===== src/rtl/pc_fetch_unit.sv =====
// Fetch stage: drives ROM address, captures word into ir, handles GOTO/CALL/RETURN/skip with an 8-deep return stack.
// Latency: ir = mem[addr] one edge after addr is presented; each taken redirect costs one bubble; stall freezes all state.
module pc_fetch_unit #(
    parameter int                    PC_WIDTH     = 13,
    parameter int                    INST_WIDTH   = 14,
    parameter int                    STACK_LOG2   = 3,
    parameter logic [PC_WIDTH-1:0]   RESET_VECTOR = 13'h0000,
    parameter logic [INST_WIDTH-1:0] NOP_WORD     = 14'h0000
) (
    input  logic                  clk,
    input  logic                  reset,
    input  logic                  stall,
    output logic [PC_WIDTH-1:0]   imem_addr,
    input  logic [INST_WIDTH-1:0] imem_data,
    input  logic                  jump,
    input  logic                  call,
    input  logic                  ret,
    input  logic                  skip,
    input  logic [10:0]           target,
    input  logic [1:0]            pclath,
    output logic [INST_WIDTH-1:0] ir,
    output logic                  ir_valid,
    output logic [PC_WIDTH-1:0]   pc,
    output logic [STACK_LOG2:0]   stack_depth,
    output logic                  stack_overflow,
    output logic                  stack_underflow
);

    localparam int                  DEPTH      = 1 << STACK_LOG2;
    localparam logic [STACK_LOG2:0] DEPTH_FULL = (STACK_LOG2 + 1)'(DEPTH);

    logic [PC_WIDTH-1:0]   apc;
    logic [STACK_LOG2-1:0] ptr;
    logic [STACK_LOG2-1:0] ptr_dec;
    logic [PC_WIDTH-1:0]   stack_mem [DEPTH];

    logic active;
    logic do_ret;
    logic do_call;
    logic do_jump;
    logic do_skip;
    logic redirect;

    // Controls belong to the word in ir, so a bubble or a stalled cycle never acts on them.
    assign active   = ir_valid & ~stall & ~reset;
    assign do_ret   = active & ret;
    assign do_call  = active & call & ~ret;
    assign do_jump  = active & jump & ~ret & ~call;
    assign do_skip  = active & skip & ~ret & ~call & ~jump;
    assign redirect = do_ret | do_call | do_jump;
    assign ptr_dec  = ptr - STACK_LOG2'(1);

    always_comb begin
        imem_addr = apc + PC_WIDTH'(1);
        if (reset) begin
            imem_addr = RESET_VECTOR;
        end else if (stall) begin
            imem_addr = apc;
        end else if (do_ret) begin
            imem_addr = stack_mem[ptr_dec];
        end else if (do_call || do_jump) begin
            imem_addr = PC_WIDTH'({pclath, target});
        end
    end

    always_ff @(posedge clk) begin
        if (reset) begin
            apc             <= RESET_VECTOR;
            ir              <= NOP_WORD;
            ir_valid        <= 1'b0;
            pc              <= '0;
            ptr             <= '0;
            stack_depth     <= '0;
            stack_overflow  <= 1'b0;
            stack_underflow <= 1'b0;
        end else if (!stall) begin
            apc <= imem_addr;
            if (redirect) begin
                ir       <= NOP_WORD;
                ir_valid <= 1'b0;
            end else begin
                pc       <= apc;
                ir       <= do_skip ? NOP_WORD : imem_data;
                ir_valid <= ~do_skip;
            end
            // Stack pointer always wraps; depth saturates and the sticky flags record the abuse.
            if (do_call) begin
                ptr <= ptr + STACK_LOG2'(1);
                if (stack_depth == DEPTH_FULL) begin
                    stack_overflow <= 1'b1;
                end else begin
                    stack_depth <= stack_depth + (STACK_LOG2 + 1)'(1);
                end
            end else if (do_ret) begin
                ptr <= ptr_dec;
                if (stack_depth == '0) begin
                    stack_underflow <= 1'b1;
                end else begin
                    stack_depth <= stack_depth - (STACK_LOG2 + 1)'(1);
                end
            end
        end
    end

    // Stack contents survive reset; only the pointer and depth are cleared.
    always_ff @(posedge clk) begin
        if (do_call) begin
            stack_mem[ptr] <= pc + PC_WIDTH'(1);
        end
    end

endmodule


===== config.mk =====
export PLATFORM = sky130hd
export DESIGN_NAME = pc_fetch_unit
export DESIGN_NICKNAME = d
export VERILOG_FILES = /design/src/rtl/pc_fetch_unit.sv
export SDC_FILE = /design/constraint.sdc
export NUM_CORES = 1
export LEC_CHECK = 0
export CAP_MARGIN = 10
export CORE_MARGIN = 2
export CORE_UTILIZATION = 27
export DETAILED_ROUTE_END_ITERATION = 10
export PLACE_DENSITY = 0.47
export SKIP_LAST_GASP = 1
export SYNTH_ARGS = -nofsm -noshare
export SYNTH_HDL_FRONTEND = slang
export SYNTH_SLANG_ARGS = --single-unit

===== constraint.sdc =====
create_clock -name clk -period 5.19 [get_ports clk]
set_input_delay 1.557 -clock clk [delete_from_list [all_inputs] [get_ports clk]]
set_output_delay 1.557 -clock clk [all_outputs]
set_load 0.05 [all_outputs]

== Word level (Yosys, flattened, before mapping) ==
Memories as Yosys holds them, arrays and structs flattened.
Index checks and enable logic that the tools add are counted.
Widths: inputs -> output; s select.

* Memory bits (writable): 104
* Memories: 1
* Output and inout port bits: 47
* Register bits: 50
* Bits of input ports: 34

{| class="wikitable"
|+ Memories
! name !! words !! width !! rd ports !! clocked after Yosys merged registers in !! wr ports !! RTL line !! RTL
|-
| stack_mem || 8 || 13 || 1 || 0 || 1 || 35 || <nowiki>logic [PC_WIDTH-1:0] stack_mem [DEPTH];</nowiki>
|}

* Bitwise gates (word level): 22
* Eq/ne operators: 3
* Mux-type cells: 15
* Add/subtract/negate cells: 6
* Reduce and logical (&&, ||, !) cells: 8

{| class="wikitable"
|+ Operators by type and width
! operator !! count
|-
| $mux 13 || 4
|-
| $mux 14 || 2
|-
| $add 13x1->13 const B || 2
|-
| $mux 4 || 4
|-
| $and 1x1->1 || 12
|-
| $not 1->1 || 8
|-
| $reduce_and 4->1 || 2
|-
| $mux 3 || 2
|-
| $add 4x1->4 const B || 1
|-
| $eq 4x4->1 const B || 1
|-
| $logic_not 4->1 || 1
|-
| $ne 2x2->1 const B || 2
|-
| $reduce_and 2->1 || 2
|-
| $sub 4x1->4 const B || 1
|-
| $add 3x1->3 const B || 1
|-
| $mux 1 || 3
|-
| $reduce_and 3->1 || 1
|-
| $sub 3x1->3 const B || 1
|-
| $or 1x1->1 || 2
|-
| $reduce_bool 2->1 || 1
|-
| $logic_or 1x1->1 || 1
|}

== Longest topological paths before layout ==
* Depth after elaboration: 11
* Mapped depth: 12

== Worst setup path after synthesis ==
No wires, ideal clock.

* Path type: input port to output port
* From: input port ret
* To: output port imem_addr[0]
* Buffers on the path: 2
* Arrival time: 4,083 ps
* Stages: 6
* Data required time: 3,633 ps
* Path slack: -450 ps
* Cell sequence: buf_6 > nor4b_4 > o21a_1 > buf_6 > a2111oi_4 > a2111oi_1

* Longest elaborated chain between the ends: 8
* Elaborated cells on any way between the ends: 10

{| class="wikitable"
|+ RTL lines
! item !! RTL line !! RTL
|-
| start: declaration || 17 || <nowiki>input logic ret,</nowiki>
|-
| $not 1->1 || 47, 48 ||
|-
| $and 1x1->1 (2 in series) || 48 || <nowiki>assign do_jump = active & jump & ~ret & ~call;</nowiki>
|-
| $logic_or 1x1->1 || 61 || <nowiki>end else if (do_call || do_jump) begin</nowiki>
|-
| $mux 13 || 61 ||
|-
| $mux 13 (*) || 59 || <nowiki>end else if (do_ret) begin</nowiki>
|-
| $mux 13 (*) || 57 || <nowiki>end else if (stall) begin</nowiki>
|-
| $mux 13 (*) || 55 || <nowiki>if (reset) begin</nowiki>
|-
| end: declaration || 13 || <nowiki>output logic [PC_WIDTH-1:0] imem_addr,</nowiki>
|}

Mark *: on every way between the ends. The rest lies on a longest branch, timed or not.

== Worst setup path after layout ==
* From: input port stall
* To: output port imem_addr[6]

* Longest elaborated chain between the ends: 11
* Elaborated cells on any way between the ends: 14

{| class="wikitable"
|+ RTL lines
! item !! RTL line !! RTL
|-
| start: declaration || 12 || <nowiki>input logic stall,</nowiki>
|-
| $not 1->1 (no line) || - ||
|-
| $and 1x1->1 (2 in series) || 45 || <nowiki>assign active = ir_valid & ~stall & ~reset;</nowiki>
|-
| $and 1x1->1 (3 in series) || 48 ||
|-
| $logic_or 1x1->1 || 61 ||
|-
| $mux 13 || 61 ||
|-
| $mux 13 || 59 ||
|-
| $mux 13 (*) || 57 ||
|-
| $mux 13 (*) || 55 ||
|}

Marked as above.

==> flow_metrics.env <==
export IMPL_outcome="finished clean"
export IMPL_endpoint="imem_addr[6]"
export IMPL_grt_pass1_wl_um=27300
export IMPL_syn_nets=516
export IMPL_drtAntennaViolNets=0
export IMPL_sw_frac_of_total_pct=26.3
export IMPL_total_leakage_power_nw=3.11
export IMPL_vias=4406
export IMPL_synth_edf_count=104
export IMPL_post_route_util_pct=35.8
export IMPL_r2r_end="apc[7]"
export IMPL_setup_viol=0
export IMPL_clk_latency_ps=430
export IMPL_port_buffers=80
export IMPL_layout_drive_gt1_share_pct=19.6
export IMPL_clk_pin_slew_ps=70
export IMPL_worst_slack_ps=72.1
export IMPL_crit_arrival_ps=3560
export IMPL_preCtsSetupSlack_ps=-3.28
export IMPL_finalCriticalPeriod_ps=5120
export IMPL_finalWirelength_um=17700
export IMPL_rsz0062_at_grt="true"
export IMPL_chipHeight_um=162
export IMPL_placed_area_sq_um=8140
export IMPL_synth_seq_cells=154
export IMPL_drv_slew=0
export IMPL_fmax_ghz=0.195
export IMPL_overflow=0
export IMPL_cts_num_sinks=154
export IMPL_cts_root_buf="clkbuf_16"
export IMPL_drcViolationCount=0
export IMPL_hold_viol_final=0
export IMPL_async_flop_share_pct=0
export IMPL_core_area_sq_um=24400
export IMPL_hp_class="reg -> reg"
export IMPL_pwr_share_seq_pct=47.5
export IMPL_n_fill_cell=2365
export IMPL_critPathLaunchType="primary input"
export IMPL_grt_pass1_vias=4506
export IMPL_worstSetupPathType="in -> out"
export IMPL_final_area_sq_um=8730
export IMPL_layout_common_cells="edfxtp_1, clkdlybuf4s50_1, dfxtp_1"
export IMPL_skew_ps=16.5
export IMPL_startpoint="stall"
export IMPL_r2r_cells=7
export IMPL_dr_pass1_iters=5
export IMPL_layout_commonest_cell="edfxtp_1"
export IMPL_worstPathRequired_ps=3630
export IMPL_grt_util_all_layers_pct=14.1
export IMPL_area_delta_synth_final_pct=29.8
export IMPL_synth_largest_area_cell="edfxtp_1"
export IMPL_dp_hpwl_um=11700
export IMPL_combPwrFrac_pct=9.3
export IMPL_intPower_mw=2.07
export IMPL_start_util_pct=27.6
export IMPL_yosys_cell_types_count=56
export IMPL_ys_warn_count=0
export IMPL_dieArea_sq_um=26200
export IMPL_syn_inst=475
export IMPL_setup_tns_ps=0
export IMPL_r2r_start="ptr[1]"
export IMPL_holdBufCountCts=0
export IMPL_clkPwrFrac_pct=43.2
export IMPL_ioPinCount=81
export IMPL_p_total_mw=2.81
export IMPL_drt_iter0_markers=310
export IMPL_cts_path_max_buffers=2
export IMPL_finalNetCount=621
export IMPL_wire_per_inst_um=19.3
export IMPL_synth_main_ff_cell="edfxtp_1"
export IMPL_rrSetupSlack_ps=2560
export IMPL_rows=57
export IMPL_seq_area_frac_synth_pct=61.3
export IMPL_worst_pin_slew_ps=958
export IMPL_cts_buffers=17
export IMPL_fin_crit_sh_pct=98.6
export IMPL_p_per_area_nw_per_um2=322
export IMPL_syn_area_sq_um=6730
export IMPL_diodes=0
export IMPL_endpoint_kind="output port"
export IMPL_relSlewSlack_pct=35.7
export IMPL_grt_max_degree=33
export IMPL_die_x_um=162
export IMPL_drv_cap=0
export IMPL_cts_tree="built"
export IMPL_post_cts_buffers=0
export IMPL_cp_max_fo=10
export IMPL_avgSynthCellArea_sq_um=14.2
export IMPL_synth_area_leaders="edfxtp_1, dfxtp_1, mux4_2, xnor2_1, mux2i_1"
export IMPL_antenna_found_initial=0
export IMPL_globalplace_congestion=0.875
export IMPL_synth_top_area_share_pct=46.4
export IMPL_vias_per_cell=4.80
export IMPL_ir_drop_v=0.000153
export IMPL_p_switching_uw=739
export IMPL_htree_levels=4
-- cell usage after synthesis (all sizes together), types with 4 or more instances --
| master | number |
|---|---|
| a22o | 18 |
| clkbuf | 13 |
| o211ai | 4 |
| and3 | 6 |
| ha | 6 |
| nand4 | 4 |
| nor2 | 40 |
| inv | 12 |
| xor2 | 9 |
| dfxtp | 50 |
| o31ai | 4 |
| mux2i | 16 |
| nor3 | 13 |
| edfxtp | 104 |
| mux4 | 25 |
| xnor2 | 19 |
| a21o | 5 |
| nand3 | 12 |
| a21oi | 14 |
| nand2 | 37 |
| buf | 11 |
| o21ai | 17 |
-- per-stage QoR --
stage,cells,hold WS [ps]
3_3_place_gp,885,439
5_1_grt,917,470
4_1_cts,917,450
3_5_place_dp,885,441
6_report,917,445
2_1_floorplan,475,464
-- how the worst min path moves through the flow --
stage | depth (start not counted) | startpoint | slack [ps] | to
detailed placement | 2 | stack_overflow | 440 | stack_overflow
global placement | 2 | stack_overflow | 440 | stack_overflow
floorplan | 2 | apc[11] | 460 | apc[11]
finish | 2 | stack_overflow | 450 | stack_overflow
global route | 2 | stack_overflow | 470 | stack_overflow
CTS | 2 | stack_overflow | 450 | stack_overflow
-- timing repair --
item,CTS,global route
resized for setup,1,3
endpoints found under the hold margin,0,0
setup endpoints to repair,1,4
pin swaps,0,0
-- power by group through the flow --
stage          combinational [mW]  clock [mW]  sequential, mW
5_1_grt                     0.278        1.29            1.34
3_5_place_dp                0.261           0            1.36
6_report                    0.261        1.22            1.33
2_1_floorplan               0.129           0            1.39
3_3_place_gp                0.260           0            1.36
4_1_cts                     0.263        1.24            1.33
-- state kept, by name (all words and copies together), names as in the netlist --
| register | cells |
|---|---|
| apc | 13 |
| ir | 14 |
| ir_valid | 1 |
| pc | 13 |
| ptr | 3 |
| stack_depth | 4 |
| stack_mem | 104 |
| stack_overflow | 1 |
| stack_underflow | 1 |
-- cells by family after synthesis --
family	count (synthesis)	share of synthesized area (%)
compound gates	85	9.48
xor+xnor	28	3.92
fa+ha+maj	7	1.41
buf+inv	36	3.85
flops	154	61.3
mux	41	11.0
simple gates	124	9.02
-- critical path, cell delays in order --
cell             delay [ps]
clkdlybuf4s50_1         490
nor4b_4                 410
o21a_1                  220
buf_12                  140
o21ai_0                 140
a221o_1                 390
buf_4                   210
-- area by class of cell --
class                      instances  area [sq um]  share of cell area [%]
clock buffer                      18           429                    4.91
clock inverter                    14           153                    1.75
inverter                          12          45.0                   0.516
multi-input combinational        285          2390                    27.4
sequential                       154          4130                    47.2
tap                              324           405                    4.64
timing repair buffer             110          1180                    13.5
-- routing by layer --
metal,wire length [um],up-vias,part of all wire [%],track usage (%)
li1,-,2033,-,-
met5,0,-,0,0
met2,8050,165,45,22.3
met1,8390,2191,47,19.1
met4,297,0,1.7,5.11
met3,1000,17,5.7,2.99
Note: power is estimated with default switching activity, not from simulation.
